$ cat src/rtl/sc_leveltimer_if.sv
// rtl/sc_leveltimer_if.sv - start/crash controls and tick/level/status outputs of the level timer
interface sc_leveltimer_if #(
  parameter int LEVEL_WIDTH = 8
);
  logic                   SC_LEVELTIMER_START_InLow;
  logic                   SC_LEVELTIMER_CRASH_InHigh;
  logic                   SC_LEVELTIMER_TICK_OutHigh;
  logic [LEVEL_WIDTH-1:0] SC_LEVELTIMER_LEVEL_Out;
  logic [1:0]             SC_LEVELTIMER_BAND_Out;
  logic                   SC_LEVELTIMER_RUNNING_OutHigh;
  logic                   SC_LEVELTIMER_DONE_OutHigh;

  modport master (
    output SC_LEVELTIMER_START_InLow,
    output SC_LEVELTIMER_CRASH_InHigh,
    input  SC_LEVELTIMER_TICK_OutHigh,
    input  SC_LEVELTIMER_LEVEL_Out,
    input  SC_LEVELTIMER_BAND_Out,
    input  SC_LEVELTIMER_RUNNING_OutHigh,
    input  SC_LEVELTIMER_DONE_OutHigh
  );

  modport slave (
    input  SC_LEVELTIMER_START_InLow,
    input  SC_LEVELTIMER_CRASH_InHigh,
    output SC_LEVELTIMER_TICK_OutHigh,
    output SC_LEVELTIMER_LEVEL_Out,
    output SC_LEVELTIMER_BAND_Out,
    output SC_LEVELTIMER_RUNNING_OutHigh,
    output SC_LEVELTIMER_DONE_OutHigh
  );
endinterface

$ cat src/rtl/sc_leveltimer.sv
// rtl/sc_leveltimer.sv - level-paced tick generator with saturating level counter and run/pause/done FSM
module sc_leveltimer #(
  parameter int TIMER_WIDTH = 25,
  parameter int LEVEL_WIDTH = 8,
  parameter int PERIOD_L1   = 17500000,
  parameter int PERIOD_L2   = 15000000,
  parameter int PERIOD_L3   = 12500000,
  parameter int LV_TH1      = 10,
  parameter int LV_TH2      = 32,
  parameter int LV_MAX      = 59
) (
  input  logic           SC_LEVELTIMER_CLOCK_50,
  input  logic           SC_LEVELTIMER_RESET_InHigh,
  sc_leveltimer_if.slave bus
);

  localparam logic [TIMER_WIDTH-1:0] P1_M1  = TIMER_WIDTH'(PERIOD_L1 - 1);
  localparam logic [TIMER_WIDTH-1:0] P2_M1  = TIMER_WIDTH'(PERIOD_L2 - 1);
  localparam logic [TIMER_WIDTH-1:0] P3_M1  = TIMER_WIDTH'(PERIOD_L3 - 1);
  localparam logic [LEVEL_WIDTH-1:0] TH1_V  = LEVEL_WIDTH'(LV_TH1);
  localparam logic [LEVEL_WIDTH-1:0] TH2_V  = LEVEL_WIDTH'(LV_TH2);
  localparam logic [LEVEL_WIDTH-1:0] LVMX_V = LEVEL_WIDTH'(LV_MAX);

  typedef enum logic [1:0] {ST_IDLE, ST_RUN, ST_PAUSE, ST_DONE} state_t;

  state_t                 state, state_n;
  logic [TIMER_WIDTH-1:0] timer, timer_n, period_m1;
  logic [LEVEL_WIDTH-1:0] lv, lv_n, lv_inc;
  logic                   tick, tick_n;
  logic                   start_prev, start_press;
  logic [1:0]             band;

  assign start_press = start_prev & ~bus.SC_LEVELTIMER_START_InLow;
  assign lv_inc      = lv + 1'b1;

  // Band follows the registered level, so a period change lands exactly on a tick.
  always_comb begin
    band      = 2'd2;
    period_m1 = P3_M1;
    if (lv <= TH1_V) begin
      band      = 2'd0;
      period_m1 = P1_M1;
    end else if (lv <= TH2_V) begin
      band      = 2'd1;
      period_m1 = P2_M1;
    end
  end

  always_ff @(posedge SC_LEVELTIMER_CLOCK_50) begin
    if (SC_LEVELTIMER_RESET_InHigh) begin
      state      <= ST_IDLE;
      timer      <= '0;
      lv         <= '0;
      tick       <= 1'b0;
      start_prev <= 1'b1;
    end else begin
      state      <= state_n;
      timer      <= timer_n;
      lv         <= lv_n;
      tick       <= tick_n;
      start_prev <= bus.SC_LEVELTIMER_START_InLow;
    end
  end

  always_comb begin
    state_n = state;
    timer_n = timer;
    lv_n    = lv;
    tick_n  = 1'b0;
    case (state)
      ST_IDLE, ST_DONE: begin
        if (start_press) begin
          state_n = ST_RUN;
          timer_n = '0;
          lv_n    = '0;
        end
      end
      ST_RUN: begin
        if (bus.SC_LEVELTIMER_CRASH_InHigh) begin
          state_n = ST_PAUSE;
        end else if (timer == period_m1) begin
          timer_n = '0;
          tick_n  = 1'b1;
          lv_n    = lv_inc;
          if (lv_inc == LVMX_V) state_n = ST_DONE;
        end else begin
          timer_n = timer + 1'b1;
        end
      end
      ST_PAUSE: begin
        if (!bus.SC_LEVELTIMER_CRASH_InHigh) state_n = ST_RUN;
      end
      default: state_n = ST_IDLE;
    endcase
  end

  assign bus.SC_LEVELTIMER_TICK_OutHigh    = tick;
  assign bus.SC_LEVELTIMER_LEVEL_Out       = lv;
  assign bus.SC_LEVELTIMER_BAND_Out        = band;
  assign bus.SC_LEVELTIMER_RUNNING_OutHigh = (state == ST_RUN);
  assign bus.SC_LEVELTIMER_DONE_OutHigh    = (state == ST_DONE);

endmodule

$ cat src/flat_wrapper.sv
// flat-port wrapper written by rule: the top's interface ports become plain ports
module sc_leveltimer_flat 
#(
  parameter int TIMER_WIDTH = 25,
  parameter int LEVEL_WIDTH = 8,
  parameter int PERIOD_L1   = 17500000,
  parameter int PERIOD_L2   = 15000000,
  parameter int PERIOD_L3   = 12500000,
  parameter int LV_TH1      = 10,
  parameter int LV_TH2      = 32,
  parameter int LV_MAX      = 59
)
  (SC_LEVELTIMER_CLOCK_50, SC_LEVELTIMER_RESET_InHigh, bus_SC_LEVELTIMER_START_InLow, bus_SC_LEVELTIMER_CRASH_InHigh, bus_SC_LEVELTIMER_TICK_OutHigh, bus_SC_LEVELTIMER_LEVEL_Out, bus_SC_LEVELTIMER_BAND_Out, bus_SC_LEVELTIMER_RUNNING_OutHigh, bus_SC_LEVELTIMER_DONE_OutHigh);
  sc_leveltimer_if #(.LEVEL_WIDTH(LEVEL_WIDTH)) bus_i ();
  input  logic SC_LEVELTIMER_CLOCK_50;
  input  logic SC_LEVELTIMER_RESET_InHigh;
  input wire logic [$bits(bus_i.SC_LEVELTIMER_START_InLow)-1:0] bus_SC_LEVELTIMER_START_InLow;
  input wire logic [$bits(bus_i.SC_LEVELTIMER_CRASH_InHigh)-1:0] bus_SC_LEVELTIMER_CRASH_InHigh;
  output wire logic [$bits(bus_i.SC_LEVELTIMER_TICK_OutHigh)-1:0] bus_SC_LEVELTIMER_TICK_OutHigh;
  output wire logic [$bits(bus_i.SC_LEVELTIMER_LEVEL_Out)-1:0] bus_SC_LEVELTIMER_LEVEL_Out;
  output wire logic [$bits(bus_i.SC_LEVELTIMER_BAND_Out)-1:0] bus_SC_LEVELTIMER_BAND_Out;
  output wire logic [$bits(bus_i.SC_LEVELTIMER_RUNNING_OutHigh)-1:0] bus_SC_LEVELTIMER_RUNNING_OutHigh;
  output wire logic [$bits(bus_i.SC_LEVELTIMER_DONE_OutHigh)-1:0] bus_SC_LEVELTIMER_DONE_OutHigh;
  assign bus_i.SC_LEVELTIMER_START_InLow = bus_SC_LEVELTIMER_START_InLow;
  assign bus_i.SC_LEVELTIMER_CRASH_InHigh = bus_SC_LEVELTIMER_CRASH_InHigh;
  assign bus_SC_LEVELTIMER_TICK_OutHigh = bus_i.SC_LEVELTIMER_TICK_OutHigh;
  assign bus_SC_LEVELTIMER_LEVEL_Out = bus_i.SC_LEVELTIMER_LEVEL_Out;
  assign bus_SC_LEVELTIMER_BAND_Out = bus_i.SC_LEVELTIMER_BAND_Out;
  assign bus_SC_LEVELTIMER_RUNNING_OutHigh = bus_i.SC_LEVELTIMER_RUNNING_OutHigh;
  assign bus_SC_LEVELTIMER_DONE_OutHigh = bus_i.SC_LEVELTIMER_DONE_OutHigh;
  sc_leveltimer #(.TIMER_WIDTH(TIMER_WIDTH), .LEVEL_WIDTH(LEVEL_WIDTH), .PERIOD_L1(PERIOD_L1), .PERIOD_L2(PERIOD_L2), .PERIOD_L3(PERIOD_L3), .LV_TH1(LV_TH1), .LV_TH2(LV_TH2), .LV_MAX(LV_MAX)) u_core (.SC_LEVELTIMER_CLOCK_50(SC_LEVELTIMER_CLOCK_50), .SC_LEVELTIMER_RESET_InHigh(SC_LEVELTIMER_RESET_InHigh), .bus(bus_i));
endmodule
$ cat config.mk
export PLATFORM = sky130hd
export DESIGN_NAME = sc_leveltimer_flat
export DESIGN_NICKNAME = d
export VERILOG_FILES = /design/src/rtl/sc_leveltimer_if.sv /design/src/rtl/sc_leveltimer.sv /design/src/flat_wrapper.sv
export SDC_FILE = /design/constraint.sdc
export NUM_CORES = 1
export LEC_CHECK = 0
export ABC_AREA = 1
export BUFFER_PORTS_ARGS = -buffer_cell sky130_fd_sc_hd__buf_2
export CAP_MARGIN = 20
export CORE_MARGIN = 3
export CORE_UTILIZATION = 40
export CTS_CLUSTER_DIAMETER = 60
export DETAILED_ROUTE_END_ITERATION = 8
export GPL_TIMING_DRIVEN = 1
export PLACE_DENSITY_LB_ADDON = 0.12
export SYNTH_ARGS = -nofsm -noshare
export SYNTH_HDL_FRONTEND = slang
export SYNTH_SLANG_ARGS = --single-unit
export TNS_END_PERCENT = 10
$ cat constraint.sdc
create_clock -name SC_LEVELTIMER_CLOCK_50 -period 5.3 [get_ports SC_LEVELTIMER_CLOCK_50]
set_input_delay 1.06 -clock SC_LEVELTIMER_CLOCK_50 [delete_from_list [all_inputs] [get_ports SC_LEVELTIMER_CLOCK_50]]
set_output_delay 1.06 -clock SC_LEVELTIMER_CLOCK_50 [all_outputs]
set_load 0.02 [all_outputs]
==> After elaboration in Yosys (flattened, before gate mapping) <==
Cells that the tools add are included.
{ "word_totals": {"latch_bits": 0, "ramBits": 0, "memories": 0, "elab_cells": 49, "inputBits": 4, "mem_bits_ro": 0, "out_inout_bits": 13, "reg_bits": 37} }
{ "classes": {"bitwise_logic": 3, "shifts": 0, "magnitude_cmp": 2, "n_div": 0, "add_sub_neg": 2, "mux": 19, "multipliers": 0, "eq_ne": 11, "reduce_logical": 7} }
{ "op_table": {"columns": ["operator", "n"], "rows": [
  ["$mux W25", 4],
  ["$pmux W25 S2", 1],
  ["$add A25 B1 Y25 const B", 1],
  ["$eq A25 B25 Y1", 1],
  ["$mux W8", 3],
  ["$mux W23", 1],
  ["$pmux W8 S2", 1],
  ["$mux W2", 7],
  ["$add A8 B1 Y8 const B", 1],
  ["$eq A8 B6 Y1 const B", 1],
  ["$le A8 B4 Y1 const B", 1],
  ["$le A8 B6 Y1 const B", 1],
  ["$reduce_and A4 Y1", 2],
  ["$ne A3 B2 Y1 const B", 2],
  ["$pmux W2 S3", 1],
  ["$eq A2 B2 Y1 const B", 2],
  ["$ne A2 B1 Y1 const B", 2],
  ["$ne A2 B2 Y1 const B", 2],
  ["$reduce_and A3 Y1", 1],
  ["$reduce_or A3 Y1", 1],
  ["$eq A2 B1 Y1 const B", 1],
  ["$logic_not A2 Y1", 1],
  ["$not A1 Y1", 2],
  ["$reduce_bool A2 Y1", 1],
  ["other kinds (3)", 3]
]} }

==> Depth between registers and ports, before layout <==
{ "depth": {"ltp_word": 7, "depth_mapped": 15, "depth_no_buf": 14} }

==> Worst setup path after synthesis <==
Ideal clock, no wire load.
{ "synth_path": {"kind": "flip-flop to output port", "start": "register u_core.lv[0], in the netlist u_core.bus.SC_LEVELTIMER_LEVEL_Out[0]", "end": "output port bus_SC_LEVELTIMER_BAND_Out[0]", "arrival_time_ns": 1.269, "required_time_ns": 4.240, "stages_incl_launch_ff": 8, "n_path_buf": 0, "setup_slack_ns": 2.971, "cell_sequence": "dfxtp_1 -> inv_1 -> ha_1 -> nand2_1 -> nand3_1 -> nand2_2 -> nand2_1 -> inv_1"} }
{ "synth_between": {"elab_chain_len": 3, "elab_cells_between_ends": 4, "classes_between": "order compare (2); mux (2)"} }
{ "synth_lines": {"columns": ["element", "line", "text"], "rows": [
  ["start: declaration", "sc_leveltimer.sv:28", "logic [LEVEL_WIDTH-1:0] lv, lv_n, lv_inc;"],
  ["start signal: assignment", "sc_leveltimer.sv:59", "lv <= lv_n;"],
  ["$le A8 B6 Y1", "sc_leveltimer.sv:43", "end else if (lv <= TH2_V) begin"],
  ["$mux W2", "sc_leveltimer.sv:43", null],
  ["$mux W2 (*)", "sc_leveltimer.sv:40", "if (lv <= TH1_V) begin"],
  ["end: declaration", "flat_wrapper.sv:21", "output wire logic [$bits(bus_i.SC_LEVELTIMER_BAND_Out)-1:0] bus_SC_LEVELTIMER_BAND_Out;"]
]} }
Mark *: on every way between the ends. The rest lies on a longest branch, timed or not.

==> Final worst setup path <==
Same ends and word-level chain as after synthesis.

==> results.txt <==
* Clock transition at the registers of the reported paths: 0.08 ns
- Broken down by cell family, the worst path's largest delay share belongs to flip-flops.
* Count of warnings emitted by yosys: 0
* Register bit count reported by yosys: 37
- Vias in the first global route: 1918
- Die ar.: 0.006759 mm2
- Setup TNS: 0 ns
* Minimum clock period after layout: 2.682 ns
- The final layout contains 381 nets.
* Hold-fix buffers at CTS: 0
- The synthesized netlist occupies a cell area of 0.002323 mm2.
- The final route contains 2116 vias.
- Final weighted congestion in routability-driven placement: 0.8176
- Clock root buffer: clkbuf_8
* Area after detailed placement: 0.002425 mm2
* Largest net degree at the start of global routing: 24
- The run finished with clean final reports.
- TritonCTS built the clock tree.
* Max Clock Freq: 372.9 MHz
- Average footprint of a synthesized cell: 6.563 um2
- Setup violations remaining at the end of the flow were counted as 0.
* Power density of the placed cells: 432.3 mW/mm2
- The initial utilization of the core area, before any placement, comes to 41.68%.
- STA classifies the critical path endpoint as a primary output.
- Post-CTS Setup Repair Bufs: 0
- Antenna diode count: 0
- Summed over all nets, the switching power comes to 0.4886 mW.
* CP max FO: 7
- Relative contribution of combinational cells to total power: 45.3%
- Number of antenna violations at the first check in global routing: 0
- Max cap viols: 0
- Number of core rows: 27
* Hold Vio Cnt, Final: 0
* Switching portion of total power: 44.41%
* Critical R2R Launch: u_core.state[1]
- Crit Reg-Reg Endpoint: u_core.timer[13]
- After detailed routing, the number of remaining DRC violations is 0.
- The finished layout holds 443 standard cells, fillers aside.
- After synthesis, flip-flops and latches occupy 31.88% of the total area.
- Number of nets with antenna violations after detailed routing: 0
- Registers are responsible for 31.3% of the overall power.
- Fraction of power consumed by the clock network: 23.4%
- Insertion delay to the later sink of the worst-skew pair: 0.29 ns
- Final Max Tran Viols: 0
* Wire length of the first global-routing pass: 8666 um
- Counting both buffers and inverters, the worst setup path holds a total of 3.
- Total overflow reported by the global router: 0
- Data required, critical path: 4.24 ns
* Post-cts repair resize count: 0
- Fill cells in the final layout number 627.
* Half-perimeter wire length after placement: 3805 um
* Total number of cells along the worst setup path: 8
- Level count of the clock H-tree: 2
* Critical path origin: u_core.bus.SC_LEVELTIMER_LEVEL_Out[0]
- Sum of internal, switching and leakage power: 1.100 mW
- The total area inside the core boundary comes to 0.005574 mm2.
* Number of distinct library cell variants in the gate-level netlist after synthesis: 33
* VDD IR-drop max: 0.2000 mV
- Data on the critical path arrives at its endpoint at 1.62 ns.
- The pre-antenna-repair detailed-routing pass consisted of 4 iterations.
- TritonCTS sink count: 37
- The longest clock path from root to sink contains 2 buffers.
- STA classifies the critical path startpoint as a register.
- At the pin with the least slew margin, the transition time is 0.5533 ns.
* Category of the most critical setup path: register to primary output
* Final period util: 50.60%
- Mapped Nets: 365
- Wire length per cell after detailed routing: 11.32 um
* Critical-path cell list: inv_1 > ha_1 > nand2_1 > nand3_1 > nand2_2 > nand2_1 > inv_1 > buf_2
- In this run the static leakage power is 1.073 nW.
* Clock Skews: 0.007652 ns
- The largest individual stage delay along the critical path comes from the cell dfxtp_1.
* Count of pins on the block boundary: 17
- Unrepaired setup endpoints after global routing: false
- Routed wire length: 5016 um
- Mapped Cells: 354
* GR Util All Layers: 16.57%
- Length in cells of the worst reg-to-reg path: 11
* Instance count after placement with tap cells included: 435
- Buffers inserted during clock tree synthesis total 5.
- IO buf count: 16
- Measured along the x axis, the die boundary spans 82.22 um.
* Final instance area: 0.002545 mm2
- The most critical setup path has its endpoint at bus_SC_LEVELTIMER_BAND_Out[0].
- Peak per-stage delay on the critical path: 0.38 ns
* Synthesis-to-layout area growth: 9.531%
- Worst-case register-to-register setup slack: 2.80 ns
- In this run the vertical extent of the chip is 82.22 um.
- After the first detailed-routing iteration, the DRC count stood at 92.
- The post-route netlist has 12.40% of its cells at a drive strength greater than 1.
- The min-delay analysis places its worst path in the category register to register.
- Power Internal: 0.6115 mW
* Worst slew margin relative to its limit: 63.02%
- Dividing the detail-routed via count by the number of cells gives 4.777.
## synth_stat cells (all sizes together)
cell type	count	area share [%]
nand2	91	16
nor2	75	13
inv	44	7.1
dfxtp	37	32
nand3	26	6.0
xor2	20	7.5
nor3	11	2.4
nand4	9	2.4
a21oi	8	1.9
ha	7	3.8
o21ai	7	2.2
buf	6	2.4
nor4	3	0.81
a31o	1	0.38
clkbuf	1	0.59
clkinv	1	0.16
nand3b	1	0.32
nor3b	1	0.32
o211ai	1	0.32
o21bai	1	0.32
o22ai	1	0.27
or2	1	0.27
xnor2	1	0.38
## area by class of cell
cell class                 count  area [um2]  area share [%]
inverter                      45       168.9           6.637
tap                           72       90.09           3.540
timing repair buffer          16       80.08           3.147
sequential                    37       740.7           29.11
multi-input combinational    265        1345           52.85
clock inverter                 2       37.54           1.475
clock buffer                   6       82.58           3.245
## power groups by stage
stage	Combinational [mW]	Sequential [mW]	Clock [mW]
6_report	0.499	0.344	0.257
4_1_cts	0.507	0.345	0.267
5_1_grt	0.570	0.350	0.280
3_5_place_dp	0.505	0.352	0
3_3_place_gp	0.502	0.350	0
2_1_floorplan	0.421	0.363	0
## worst min-delay path by stage
stage	from	endpoint	slack, ns	cells after the start
floorplan	u_core.timer[1]	u_core.timer[1]	0.46	2
CTS	u_core.timer[1]	u_core.timer[1]	0.50	2
global placement	u_core.timer[1]	u_core.timer[1]	0.48	2
detailed placement	u_core.timer[1]	u_core.timer[1]	0.49	2
global route	u_core.timer[1]	u_core.timer[1]	0.54	2
finish	u_core.timer[1]	u_core.timer[1]	0.50	2
## layer usage
| layer | wire, um | GRT usage, % | vias up |
|---|---|---|---|
| li1 | - | - | 1143 |
| met5 | 0 | 0 | - |
| met2 | 2389 | 28.69 | 37 |
| met4 | 28 | 3.987 | 0 |
| met1 | 2436 | 20.61 | 934 |
| met3 | 161 | 3.905 | 2 |
## registers in the layout, indices dropped and copies added (netlist names)
| name | flops |
|---|---|
| u_core.start_prev | 1 |
| u_core.state | 2 |
| u_core.bus.SC_LEVELTIMER_LEVEL_Out | 8 |
| u_core.bus.SC_LEVELTIMER_TICK_OutHigh | 1 |
| u_core.timer | 25 |
## worst min-delay path: stages (launching register included)
cell and delay, ns:
dfxtp_1 0.33, nand2_1 0.07, a21oi_1 0.06
## through the flow
step / worst slack (ns) / hold WS, ns / util [%]
after floorplan: 2.971 / 0.4554 / -
after global placement: 2.421 / 0.4766 / 43.50
after detailed placement: 2.360 / 0.4873 / 43.50
after CTS: 2.578 / 0.4979 / 45.66
after global routing: 2.438 / 0.5358 / 45.66
final: 2.618 / 0.5002 / 45.66
## cells in the final DEF, fill, tap and decap left out, types with 2 or more instances in the layout
cell type  instances
dfxtp_1           37
nor3_1            11
clkbuf_8           6
a21oi_1            7
inv_2              5
nand2_1           84
xor2_1            20
inv_1             39
ha_1               7
nand3_1           24
nor4_1             3
nand2_2            6
nor2_1            72
nand4_1            9
nor2_2             2
nand3_2            2
o21ai_0            5
buf_2             16
## cells by family (layout without fill, tap and decap cells)
group                    count (synthesis)  after routing  share of synthesized area (%)
AO/OA/AOI/OAI                           19             19                          5.332
XOR/XNOR                                21             21                          7.916
adder cells (fa/ha/maj)                  7              7                          3.769
buffers and inverters                   52             69                          10.23
flip-flops                              37             37                          31.88
AND/OR/NAND/NOR                        218            218                          40.87
No activity file was read; power rests on OpenSTA's default activity.
